## config.mk

```make
export PLATFORM = sky130hd
export DESIGN_NAME = pc_next_unit
export DESIGN_NICKNAME = d
export VERILOG_FILES = /design/src/rtl/pc_next_unit.sv
export SDC_FILE = /design/constraint.sdc
export NUM_CORES = 1
export LEC_CHECK = 0
export CORE_MARGIN = 1.5
export CORE_UTILIZATION = 44
export CTS_CLUSTER_SIZE = 8
export DETAILED_ROUTE_END_ITERATION = 8
export PLACE_DENSITY_LB_ADDON = 0.08
export SLEW_MARGIN = 20
export SYNTH_ARGS = -nofsm -noshare
export SYNTH_HDL_FRONTEND = slang
export SYNTH_SLANG_ARGS = --single-unit
```

## constraint.sdc

```tcl
create_clock -name clk -period 5.6 [get_ports clk]
set_input_delay 0.84 -clock clk [delete_from_list [all_inputs] [get_ports clk]]
set_output_delay 0.84 -clock clk [all_outputs]
set_load 0.02 [all_outputs]
```

## src/rtl/pc_next_unit.sv

```systemverilog
// pc_next_unit: PC register, next-PC select and fetch request.
// Optional counters enabled by defining BRANCH_STATS_EN.
module pc_next_unit #(
    parameter logic [31:0] RESET_PC = 32'h0000_0000,
    parameter int          CNT_W    = 16
) (
    input  logic             clk,
    input  logic             rst_n,
    input  logic             br_valid,
    input  logic [2:0]       br_funct3,
    input  logic             breq,
    input  logic             brlt,
    input  logic [31:0]      br_target,
    input  logic             jmp_valid,
    input  logic [31:0]      jmp_target,
    input  logic             stall,
    input  logic             if_gnt,
    output logic             brun,
    output logic [31:0]      pc,
    output logic [31:0]      pc_plus4,
    output logic             if_req,
    output logic             taken,
    output logic             flush,
`ifdef BRANCH_STATS_EN
    output logic [CNT_W-1:0] br_cnt,
    output logic [CNT_W-1:0] br_taken_cnt,
    output logic [CNT_W-1:0] jmp_cnt,
`endif
    output logic             misalign
);

    typedef enum logic [1:0] {
        BOOT  = 2'd0,
        RUN   = 2'd1,
        HOLD  = 2'd2,
        REDIR = 2'd3
    } state_t;

    state_t      state_q, state_d;
    logic [31:0] pc_q, pc_d;
    logic        flush_q, flush_d;
    logic        misalign_q, misalign_d;
    logic        cond;
    logic        active;
    logic        redirect;
    logic [31:0] target;

    assign brun     = br_funct3[1];
    assign pc       = pc_q;
    assign pc_plus4 = pc_q + 32'd4;
    assign flush    = flush_q;
    assign misalign = misalign_q;
    assign taken    = jmp_valid | (br_valid & cond);
    // Nothing sits in execute while booting or flushing.
    assign active   = (state_q == RUN) || (state_q == HOLD);
    assign redirect = active & taken;
    assign target   = jmp_valid ? jmp_target : br_target;

    // Branch condition from comparator flags
    always_comb begin
        cond = 1'b0;
        case (br_funct3)
            3'b000:          cond = breq;
            3'b001:          cond = ~breq;
            3'b100, 3'b110:  cond = brlt;
            3'b101, 3'b111:  cond = ~brlt;
            default:         cond = 1'b0;
        endcase
    end

    // State and datapath registers
    always_ff @(posedge clk or negedge rst_n) begin
        if (!rst_n) begin
            state_q    <= BOOT;
            pc_q       <= RESET_PC;
            flush_q    <= 1'b0;
            misalign_q <= 1'b0;
        end else begin
            state_q    <= state_d;
            pc_q       <= pc_d;
            flush_q    <= flush_d;
            misalign_q <= misalign_d;
        end
    end

    // Next-state selection
    always_comb begin
        state_d = state_q;
        unique case (state_q)
            BOOT:  state_d = RUN;
            RUN:   state_d = redirect ? REDIR : (stall ? HOLD : RUN);
            HOLD:  state_d = redirect ? REDIR : (stall ? HOLD : RUN);
            REDIR: state_d = RUN;
        endcase
    end

    // Next PC, sticky misalign and flush pulse
    always_comb begin
        pc_d       = pc_q;
        misalign_d = misalign_q;
        if (redirect) begin
            pc_d       = target;
            misalign_d = misalign_q | (|target[1:0]);
        end else if (state_q == RUN && !stall && if_gnt) begin
            pc_d = pc_plus4;
        end
        flush_d = (state_d == REDIR);
    end

    // Fetch request only while running
    always_comb begin
        if_req = (state_q == RUN);
    end

`ifdef BRANCH_STATS_EN
    logic [CNT_W-1:0] br_cnt_q, br_cnt_d;
    logic [CNT_W-1:0] bt_cnt_q, bt_cnt_d;
    logic [CNT_W-1:0] jmp_cnt_q, jmp_cnt_d;

    assign br_cnt       = br_cnt_q;
    assign br_taken_cnt = bt_cnt_q;
    assign jmp_cnt      = jmp_cnt_q;

    // Saturating event counters
    always_comb begin
        br_cnt_d  = br_cnt_q;
        bt_cnt_d  = bt_cnt_q;
        jmp_cnt_d = jmp_cnt_q;
        if (active && br_valid && !(&br_cnt_q))
            br_cnt_d = br_cnt_q + 1'b1;
        if (active && br_valid && cond && !(&bt_cnt_q))
            bt_cnt_d = bt_cnt_q + 1'b1;
        if (active && jmp_valid && !(&jmp_cnt_q))
            jmp_cnt_d = jmp_cnt_q + 1'b1;
    end

    // Counter registers
    always_ff @(posedge clk or negedge rst_n) begin
        if (!rst_n) begin
            br_cnt_q  <= '0;
            bt_cnt_q  <= '0;
            jmp_cnt_q <= '0;
        end else begin
            br_cnt_q  <= br_cnt_d;
            bt_cnt_q  <= bt_cnt_d;
            jmp_cnt_q <= jmp_cnt_d;
        end
    end
`else
    logic unused_cnt_w;
    assign unused_cnt_w = (CNT_W > 0);
`endif

endmodule

```

Yosys cells after proc, flatten, opt, wreduce, memory -nomap -nowiden
Index checks and enable logic that the tools add are counted.
{ "word_totals": {"output_inout_bits": 69, "ff_bits": 36, "input_bits": 75, "wordCells": 39} }
{ "classes": {"reduce_logical": 12, "n_eq_ne": 9, "add_sub_neg": 1, "muxes": 7, "bitwise": 6} }
{ "ops": {"columns": ["op", "count"], "rows": [
  ["32-bit 2-to-1 mux", 3],
  ["32-bit by 3-bit adder with 32-bit output, second input constant", 1],
  ["3-bit equality test, second input constant", 4],
  ["2-bit OR reduction", 5],
  ["2-bit equality test, second input constant", 3],
  ["2-bit 2-to-1 mux", 2],
  ["1-bit case mux with 4 select lines", 1],
  ["2-bit case mux with 2 select lines", 1],
  ["3-bit by 1-bit equality test with 1-bit output, second input constant", 1],
  ["3-bit logical NOT", 1],
  ["1-bit AND", 2],
  ["2-bit by 1-bit equality test with 1-bit output, second input constant", 1],
  ["1-bit logical AND", 2],
  ["2-bit logical NOT", 1],
  ["1-bit inverter", 2],
  ["1-bit OR", 2],
  ["2-bit nonzero test", 1],
  ["1-bit logical NOT", 1],
  ["1-bit logical OR", 1]
]} }

Logic depth before layout (Yosys ltp)
Gate-level depths: netlist of run 1.
{ "depth": {"depth_word": 9, "mapped_depth": 9, "depth_no_buf": 7} }

Worst setup path after synthesis of run 1
OpenSTA, ideal clock, no wires.
{ "synth_path": {"kind": "register -> output", "startpoint": "register pc_q[10] (netlist: pc[10])", "endpoint": "output pc_plus4[30]", "t_required_ps": 4760, "slack_ps": 2408, "path_buffers": 4, "t_arrival_ps": 2352, "stages_incl_launch_ff": 9, "path_cell_list": "dfrtp_1 buf_4 nand4_2 or4_1 buf_2 buf_6 clkbuf_1 nor3_1 xor2_1"} }
{ "synth_via": {"elab_chain_len": 1} }
{ "synth_rtl": {"columns": ["item", "line", "rtl"], "rows": [
  ["from (decl)", "40", "logic [31:0] pc_q, pc_d;"],
  ["from (signal assigned)", "80", "pc_q <= pc_d;"],
  ["32-bit by 3-bit adder with 32-bit output", "50", "assign pc_plus4 = pc_q + 32'd4;"],
  ["to (decl)", "20", "output logic [31:0] pc_plus4,"]
]} }
No other way between the ends.

Worst setup path in the final report of run 1
Same ends and word-level chain as after synthesis.

==> flow_metrics.env, run 1 <==
export IMPL_cp_cell_sequence="nand4_2, or4_1, nor3_1, xor2_1, clkdlybuf4s50_1"
export IMPL_antenna_found_initial=0
export IMPL_n_antenna_cell=0
export IMPL_cts_resized=0
export IMPL_h_tree_depth=2
export IMPL_synth_edf_count=0
export IMPL_start_util=0.4567
export IMPL_cap_violations=0
export IMPL_p_total_mw=2.231
export IMPL_via_per_inst=5.733
export IMPL_ios=144
export IMPL_cp_slowest_cell="or4_1"
export IMPL_slowest_delay_ps=1000
export IMPL_finalSetupTns_ps=0
export IMPL_period_needed_ps=4085
export IMPL_path_class="reg -> out"
export IMPL_avgSynthCellArea_um2=8.892
export IMPL_cts_tree="done"
export IMPL_dr_pass1_iters=4
export IMPL_globalRoute_busiestLayer="met2"
export IMPL_nets=523
export IMPL_place_gp_congestion=0.8105
export IMPL_r2r_cells=7
export IMPL_drc=0
export IMPL_drt_iter0_drc=152
export IMPL_synth_ff_latch_count=36
export IMPL_path_depth=5
export IMPL_grt_pass1_vias=2853
export IMPL_syn_inst=328
export IMPL_grtUsageMet2=0.4247
export IMPL_ys_types=42
export IMPL_async_flop_share=1.000
export IMPL_clockBufferDepth=2
export IMPL_insertion_delay_ps=290
export IMPL_rsz0062_at_grt="no"
export IMPL_powerDensity_nw_per_um2=508.6
export IMPL_synth_top_area_frac=0.3089
export IMPL_post_cts_setup_buffers=0
export IMPL_min_path_type="reg -> reg"
export IMPL_die_h_um=84.42
export IMPL_critPathMaxFanout=33
export IMPL_cts_root_buf="clkbuf_8"
export IMPL_grt_max_degree=39
export IMPL_syn_area_um2=2917
export IMPL_fillers=516
export IMPL_clkTransAtPathRegs_ps=70
export IMPL_clkSinkCount=36
export IMPL_drive_gt1_frac=0.06711
export IMPL_arrival_ps=3240
export IMPL_yosys_area_top_type="dfrtp_1"
export IMPL_met3_usage=0.05801
export IMPL_postRouteAntennaNets=0
export IMPL_grt_ovfl_total=0
export IMPL_finalSetupViolCount=0
export IMPL_synthTopCellsByArea="dfrtp_1 31%, mux2i_1 9.6%, xor2_1 7.5%"
export IMPL_p_leak_nw=1.632
export IMPL_grtUsageMet1=0.3113
export IMPL_synth_warnings=0
export IMPL_grt_use_total=0.2458
export IMPL_hpwl_um=6353
export IMPL_cts_made_buffers=5
export IMPL_final_hold_violation_count=0
export IMPL_path_buf_inv=1
export IMPL_cp_top_family="simple AND/OR/NAND/NOR gates"
export IMPL_routed_via_count=3004
export IMPL_status="finished, final reports clean"
export IMPL_cp_data_required_time_ps=4760
export IMPL_endpoint_kind="output port"
export IMPL_drt_total_wl_um=8708
export IMPL_vdd_drop_max_v=0.0002704
export IMPL_rows=29
export IMPL_syn_to_final_growth_pct=50.41
export IMPL_post_drt_wl_per_cell_um=16.62
export IMPL_port_buffers=143
export IMPL_timing_slew_headroom=0.3778
export IMPL_yosysSeqAreaShare=0.3089
export IMPL_whs_path_depth=1
export IMPL_syn_nets=405
export IMPL_postCtsHoldBufs=0
export IMPL_grt_pass1_wl_um=14200
export IMPL_tightest_slew_ps=933.4
export IMPL_slew_violations=0
export IMPL_fin_crit_sh=0.7294
export IMPL_synth_top_flop_cell="dfrtp_1"
export IMPL_worstSetupStartpointType="register"
export IMPL_finClkSkew_ps=8.115
export IMPL_design_die_area_um2=7126
export IMPL_die_w_um=84.42
export IMPL_clock_fmax_mhz=244.8
export IMPL_core_area_um2=6386
## report_power, final
part           switching [mW]  internal [mW]
sequential              0.229          0.384
combinational           0.726          0.695
clock                  0.0959          0.100
## cell usage after synthesis, drive strengths merged (2+ instances only)
| cell type | count |
|---|---|
| dfrtp | 36 |
| mux2i | 28 |
| xor2 | 25 |
| clkbuf | 24 |
| a21oi | 18 |
| a31oi | 17 |
| xnor2 | 17 |
| nor3 | 16 |
| mux2 | 15 |
| nand3 | 15 |
| or4 | 15 |
| nand2 | 13 |
| o31ai | 12 |
| nor2 | 10 |
| buf | 9 |
| nand4 | 9 |
| inv | 8 |
| o21ai | 7 |
| and4 | 5 |
| or3 | 4 |
| nor2b | 3 |
| a221oi | 2 |
| and2 | 2 |
| and3 | 2 |
| ha | 2 |
| nor4 | 2 |
| or2 | 2 |
| or4b | 2 |
## sequential cells by signal (all words and copies together) (netlist names)
name,flops
pc,32
state_q,2
flush,1
misalign,1
## routing by layer
layer	wire, um	share of wire
met1	3590	0.41
met2	4320	0.50
met3	687	0.079
met4	110	0.013
met5	0	0
## through the flow
| step | cell area [um^2] | utilization | setup WS [ps] | hold slack (ps) | cells |
|---|---|---|---|---|---|
| after floorplan | 2917 | - | 2408 | 544.4 | 328 |
| after global placement | 4297 | 0.6728 | 1731 | 441.1 | 516 |
| after detailed placement | 4297 | 0.6728 | 1675 | 471.4 | 516 |
| after CTS | 4387 | 0.6869 | 1548 | 487.6 | 524 |
| after global routing | 4387 | 0.6869 | 1373 | 521.1 | 524 |
| final | 4387 | 0.6869 | 1515 | 480.9 | 524 |
## logic make-up after synthesis
family,count (synthesis),share of synthesized area
and+or+nand+nor,103,0.2106
AOI/OAI and AO/OA,60,0.1278
muxes,43,0.1540
xor gates and xnor gates,42,0.1261
buffers and inverters,42,0.06392
DFF,36,0.3089
adders and majority gates,2,0.008579
## cell type report
| type | count | area [um^2] | share of cell area |
|---|---|---|---|
| Multi-Input combinational cell | 250 | 1837 | 0.4187 |
| Timing Repair Buffer | 144 | 1429 | 0.3257 |
| Sequential cell | 36 | 900.9 | 0.2054 |
| Tap cell | 77 | 96.34 | 0.02196 |
| Clock buffer | 8 | 90.09 | 0.02054 |
| Inverter | 9 | 33.78 | 0.007701 |
## cells in the final DEF, fill, tap and decap left out, types with 2 or more instances in the layout
cell	instances
nor3_1	16
or2_2	2
and4_1	5
nand3_1	15
inv_1	8
a221oi_1	2
clkbuf_8	6
xnor2_1	17
o21ai_0	7
dfrtp_1	36
nor2b_1	3
nand2_1	13
a21oi_1	18
nor2_1	10
and3_1	2
buf_2	2
clkbuf_1	2
mux2i_1	28
xor2_1	25
and2_1	2
clkdlybuf4s50_1	141
mux2_2	15
or4_1	15
nand4_1	7
or3_1	4
ha_1	2
o31ai_1	12
nor4_1	2
a31oi_1	17
## worst paths after layout
| check | startpoint | endpoint | slack (ps) |
|---|---|---|---|
| setup / recovery | pc[10] | pc_plus4[30] | 1520 |
| hold / removal | misalign | misalign | 480 |
| setup reg to reg | state_q[0] | misalign | 2540 |
| hold reg to reg | misalign | misalign | 480 |
| max in group asynchronous | rst_n | pc[1] | 4420 |
| min in group asynchronous | rst_n | pc[10] | 650 |
Power figures use the tool's default switching activity.
==> inputs of run 2 (changes only) <==
--- a/config.mk
+++ b/config.mk
@@ -6,7 +6,7 @@
 export NUM_CORES = 1
 export LEC_CHECK = 0
 export CORE_MARGIN = 1.5
-export CORE_UTILIZATION = 44
+export CORE_UTILIZATION = 37
 export CTS_CLUSTER_SIZE = 8
 export DETAILED_ROUTE_END_ITERATION = 8
 export PLACE_DENSITY_LB_ADDON = 0.08
==> constraint.sdc (replaced) <==
create_clock -name clk -period 3.59 [get_ports clk]
set_input_delay 0.5385 -clock clk [delete_from_list [all_inputs] [get_ports clk]]
set_output_delay 0.5385 -clock clk [all_outputs]
set_load 0.02 [all_outputs]
==> run 2 against run 1 <==
  * First-iteration DRC count is 39% lower
  * Setup slack worse by 1300 ps
  * Sequential share of layout area is 0.36 points lower
  * Die area is 18% higher
  * Sequential cell count stayed put
  * Core utilization is 11 points lower
  * Largest power group unchanged
==> flow_metrics.env, run 2 (synthesis gave the netlist of run 1 again) <==
export IMPL_status="finished, final reports clean"
export IMPL_tightest_slew_ps=888.0
export IMPL_path_class="reg -> out"
export IMPL_die_h_um=91.79
export IMPL_antenna_found_initial=0
export IMPL_dpl_instance_area_um2=4373
export IMPL_hpwl_um=6557
export IMPL_path_buf_inv=2
export IMPL_grt_ovfl_total=0
export IMPL_start_util=0.3794
export IMPL_dr_pass1_iters=4
export IMPL_place_gp_congestion=0.7954
export IMPL_n_antenna_cell=0
export IMPL_layout_common_cells="141 x clkdlybuf4s50_1, 35 x dfrtp_1, 28 x mux2i_1, 25 x xor2_1, 18 x a21oi_1"
export IMPL_routed_via_count=2979
export IMPL_powerDensity_nw_per_um2=788.2
export IMPL_worstSetupStartpointType="register"
export IMPL_rsz0062_at_grt="no"
export IMPL_final_common_cell="clkdlybuf4s50_1"
export IMPL_h_tree_depth=2
export IMPL_grt_pass1_wl_um=14610
export IMPL_slew_violations=0
export IMPL_fin_util=0.5815
export IMPL_r2r_cells=5
export IMPL_r2r_end="pc[10]"
export IMPL_grt_use_total=0.2187
export IMPL_design_die_area_um2=8424
export IMPL_clockBufferDepth=2
export IMPL_port_buffers=143
export IMPL_finalSetupTns_ps=0
export IMPL_drc=0
export IMPL_arrival_ps=2820
export IMPL_rrSetupSlack_ps=1240
export IMPL_critPathMaxFanout=33
export IMPL_p_leak_nw=1.663
export IMPL_insertion_delay_ps=290
export IMPL_holdWs_ps=368.7
export IMPL_grt_pass1_vias=2822
export IMPL_finalSetupViolCount=0
export IMPL_post_drt_wl_per_cell_um=16.67
export IMPL_final_hold_violation_count=0
export IMPL_timing_slew_headroom=0.4080
export IMPL_syn_to_final_growth_pct=53.28
export IMPL_clock_fmax_mhz=298.1
export IMPL_core_area_um2=7687
export IMPL_cp_top_family="simple AND/OR/NAND/NOR gates"
export IMPL_cap_violations=0
export IMPL_cp_cell_sequence="nand4_4, or4_1, buf_4, nor3_1, xor2_1, clkdlybuf4s50_1"
export IMPL_placed_cells=547
export IMPL_postRouteAntennaNets=0
export IMPL_vdd_drop_max_v=0.0004419
export IMPL_drt_iter0_drc=92
export IMPL_fin_crit_sh=0.9344
export IMPL_cts_tree="done"
export IMPL_period_needed_ps=3355
export IMPL_grt_max_degree=37
export IMPL_cp_slowest_cell="clkdlybuf4s50_1"
export IMPL_reg2reg_from="state_q[0]"
export IMPL_finClkSkew_ps=8.450
export IMPL_cts_made_buffers=5
export IMPL_finalNonFillerCells=554
export IMPL_stdcell_area_um2=4471
export IMPL_drive_gt1_frac=0.08407
export IMPL_postCtsHoldBufs=0
export IMPL_cp_data_required_time_ps=3050
export IMPL_endpoint_kind="output port"
export IMPL_drt_total_wl_um=9234
export IMPL_rows=32
export IMPL_slowest_delay_ps=620
export IMPL_clkTransAtPathRegs_ps=70
export IMPL_largest_register_ffs=32
export IMPL_nets=529
export IMPL_worstSetupStartpoint="pc[6]"
export IMPL_die_w_um=91.79
export IMPL_cts_root_buf="clkbuf_8"
export IMPL_post_cts_setup_buffers=0
export IMPL_ios=144
export IMPL_min_path_type="in -> async"
export IMPL_via_per_inst=5.377
export IMPL_clkSinkCount=36
## run 2: cell types whose count changed in the layout (fill, tap and decap cells not counted)
cell / before / now
clkbuf_8: 6 / 7
dfrtp_1: 36 / 35
buf_4: 1 / 7
clkbuf_1: 2 / 0
dfrtp_2: 0 / 1
## run 2: routing by layer
metal | vias to the layer above | track usage | routed length (um) | share of wire
met2 | 105 | 0.3663 | 4554 | 0.49
met5 | - | 0 | 0 | 0
met4 | 0 | 0.04359 | 51 | 0.0055
li1 | 1455 | - | - | -
met1 | 1415 | 0.2907 | 3985 | 0.43
met3 | 4 | 0.04809 | 642 | 0.070
## run 2: worst register-to-register path, cell delays in order (launching register included)
cell and delay [ps]:
dfrtp_1 370, ha_1 340, or4b_2 690, and2_1 180, clkinv_1 340, mux2i_1 320
## run 2: repair_timing
action                                 4_1_cts  5_1_grt
endpoints found under the hold margin        0        0
setup endpoints to repair                    0        2
gates resized for setup                      0        1
## run 2: report_power, final
| group | switching (mW) | leakage, nW | internal [mW] |
|---|---|---|---|
| Sequential | 0.325 | 0.406 | 0.600 |
| Clock | 0.150 | 0.0503 | 0.171 |
| Combinational | 1.17 | 1.21 | 1.10 |
| Total | 1.65 | 1.66 | 1.88 |
## run 2: worst max-delay path by stage
stage	to	cells after the start
3_5_place_dp	pc_plus4[30]	6
5_1_grt	pc_plus4[30]	6
3_3_place_gp	pc_plus4[28]	6
6_report	pc_plus4[30]	6
2_1_floorplan	pc_plus4[30]	8
4_1_cts	pc_plus4[30]	6
## run 2: area by class of cell
type	count	area, um^2
well taps	102	127.6
flip-flops and latches	36	902.1
fillers	716	3217
multi-input cells	250	1837
repair buffers	150	1474
clock buffers	7	96.34
inverters	9	33.78
## run 2: per-stage QoR
stage / worst slack (ps) / power, mW
after floorplan: 699.7 / 2.136
after global placement: 572.1 / 3.184
after detailed placement: 492.2 / 3.208
after CTS: 193.6 / 3.545
after global routing: 6.769 / 3.742
final: 235.3 / 3.524
==> inputs of run 3 (changes only) <==
--- a/config.mk
+++ b/config.mk
@@ -5,11 +5,12 @@
 export SDC_FILE = /design/constraint.sdc
 export NUM_CORES = 1
 export LEC_CHECK = 0
+export CAP_MARGIN = 40
 export CORE_MARGIN = 1.5
 export CORE_UTILIZATION = 37
 export CTS_CLUSTER_SIZE = 8
 export DETAILED_ROUTE_END_ITERATION = 8
-export PLACE_DENSITY_LB_ADDON = 0.08
+export PLACE_DENSITY_LB_ADDON = 0.15
 export SLEW_MARGIN = 20
 export SYNTH_ARGS = -nofsm -noshare
 export SYNTH_HDL_FRONTEND = slang
==> run 3 against run 2 <==
  * Die area stayed put
  * Combinational power barely moved
  * Global-route usage up 0.72 points
  * Sequential cell count unchanged
  * Critical endpoint is now pc_plus4[28]
  * Count of clock-buffer cells in the layout rose by 1
  * Sequential power rose by 2%
  * Final area up 0.28%
  * Maximum frequency is 1.0% lower
  * Register-to-register slack improved by 60 ps
  * Critical path depth did not move
  * Worst hold slack got worse by 190 ps
  * Largest power group unchanged
  * Wire length rose by 1.1%
==> flow_metrics.env, run 3 (synthesis gave the netlist of run 1 again) <==
export IMPL_finalSetupViolCount=0
export IMPL_h_tree_depth=2
export IMPL_p_leak_nw=1.667
export IMPL_nets=529
export IMPL_dpl_instance_area_um2=4393
export IMPL_n_antenna_cell=0
export IMPL_cts_made_buffers=5
export IMPL_clock_fmax_mhz=295.1
export IMPL_wl_met1_um=3941
export IMPL_p_total_mw=3.526
export IMPL_cp_top_family="simple AND/OR/NAND/NOR gates"
export IMPL_path_buf_inv=2
export IMPL_r2r_end="pc[6]"
export IMPL_grt_max_degree=37
export IMPL_clkTransAtPathRegs_ps=80
export IMPL_arrival_ps=2850
export IMPL_path_depth=6
export IMPL_tightest_slew_ps=586.9
export IMPL_r2r_cells=5
export IMPL_stdcell_area_um2=4483
export IMPL_post_drt_wl_per_cell_um=16.83
export IMPL_period_needed_ps=3389
export IMPL_vdd_drop_max_v=0.0004520
export IMPL_worstSetupStartpointType="register"
export IMPL_met2WireLength_um=4647
export IMPL_slowest_delay_ps=620
export IMPL_layout_common_cells="141 x clkdlybuf4s50_1, 36 x dfrtp_1, 28 x mux2i_1, 25 x xor2_1, 18 x a21oi_1"
export IMPL_grt_use_total=0.2260
export IMPL_postRouteAntennaNets=0
export IMPL_largest_register_ffs=32
export IMPL_postCtsHoldBufs=0
export IMPL_syn_to_final_growth_pct=53.71
export IMPL_min_path_type="in -> async"
export IMPL_core_area_um2=7687
export IMPL_antenna_found_initial=0
export IMPL_design_die_area_um2=8424
export IMPL_start_util=0.3794
export IMPL_slew_violations=0
export IMPL_finClkSkew_ps=8.985
export IMPL_route_top_layer_used="met4"
export IMPL_cts_resized=0
export IMPL_cp_cell_sequence="nand4_2, or4_1, buf_4, nor3_1, xor2_1, clkdlybuf4s50_1"
export IMPL_dr_pass1_iters=5
export IMPL_grt_pass1_wl_um=15060
export IMPL_cts_tree="done"
export IMPL_routed_wl_met3_um=616
export IMPL_drt_total_wl_um=9338
export IMPL_place_gp_congestion=0.8024
export IMPL_crit_end="pc_plus4[28]"
export IMPL_grt_ovfl_total=0
export IMPL_finalSetupTns_ps=0
export IMPL_hpwl_um=6767
export IMPL_cp_data_required_time_ps=3050
export IMPL_post_cts_setup_buffers=0
export IMPL_fin_crit_sh=0.9440
export IMPL_cp_slowest_cell="clkdlybuf4s50_1"
export IMPL_reg2reg_from="state_q[0]"
export IMPL_final_common_cell="clkdlybuf4s50_1"
export IMPL_path_class="reg -> out"
export IMPL_drc=0
export IMPL_insertion_delay_ps=290
export IMPL_via_per_inst=5.368
export IMPL_rrSetupSlack_ps=1300
export IMPL_drt_iter0_drc=96
export IMPL_ios=144
export IMPL_rsz0062_at_grt="no"
export IMPL_worstSetupStartpoint="pc[10]"
export IMPL_drive_gt1_frac=0.07947
export IMPL_powerDensity_nw_per_um2=786.5
export IMPL_cap_violations=0
export IMPL_final_hold_violation_count=0
export IMPL_port_buffers=143
export IMPL_cts_root_buf="clkbuf_8"
export IMPL_status="finished, final reports clean"
export IMPL_grt_pass1_vias=3094
export IMPL_clkSinkCount=36
export IMPL_routed_via_count=2979
export IMPL_endpoint_kind="output port"
export IMPL_die_h_um=91.79
export IMPL_clockBufferDepth=2
export IMPL_timing_slew_headroom=0.6076
export IMPL_critPathMaxFanout=33
export IMPL_die_w_um=91.79
export IMPL_rows=32
run 3: worst min path at each step:
| stage | end | slack, ps | cells after the start |
|---|---|---|---|
| 2_1_floorplan | flush | 240 | 0 |
| 3_3_place_gp | misalign | 450 | 1 |
| 3_5_place_dp | misalign | 450 | 1 |
| 4_1_cts | pc[0] | 190 | 1 |
| 5_1_grt | pc[0] | 200 | 1 |
| 6_report | pc[0] | 180 | 1 |
run 3: through the flow:
stage | hold WS [ps] | std cells | utilization | worst slack [ps]
after global placement | 447.9 | 546 | 0.5679 | 577.4
after global routing | 200.8 | 555 | 0.5832 | 15.97
final | 181.8 | 555 | 0.5832 | 200.9
after CTS | 185.4 | 555 | 0.5832 | 201.8
after detailed placement | 450.7 | 547 | 0.5715 | 532.7
after floorplan | 242.9 | 328 | - | 699.7
run 3: worst register-to-register path, stage by stage (launching register included):
cell and delay (ps):
dfrtp_1 380, ha_1 340, or4b_2 710, and2_1 180, clkinv_1 330, mux2i_1 260
run 3: area by class of cell:
cell class              count  area [um^2]
multi-input cells         250         1837
flip-flops and latches     36        900.9
clock buffers               8        90.09
inverters                   9        33.78
repair buffers            150         1494
well taps                 102        127.6
fillers                   700         3204
run 3: report_power, final:
group          internal [mW]  switching, mW  total, mW
Sequential             0.599          0.344      0.942
Combinational           1.10           1.17       2.27
Clock                  0.157          0.154      0.311
Total                   1.86           1.67       3.53
run 3: per-layer routing:
layer,track usage,up-vias
met3,0.04975,12
met1,0.2811,1408
met5,0,-
li1,-,1455
met2,0.3924,104
met4,0.06410,0
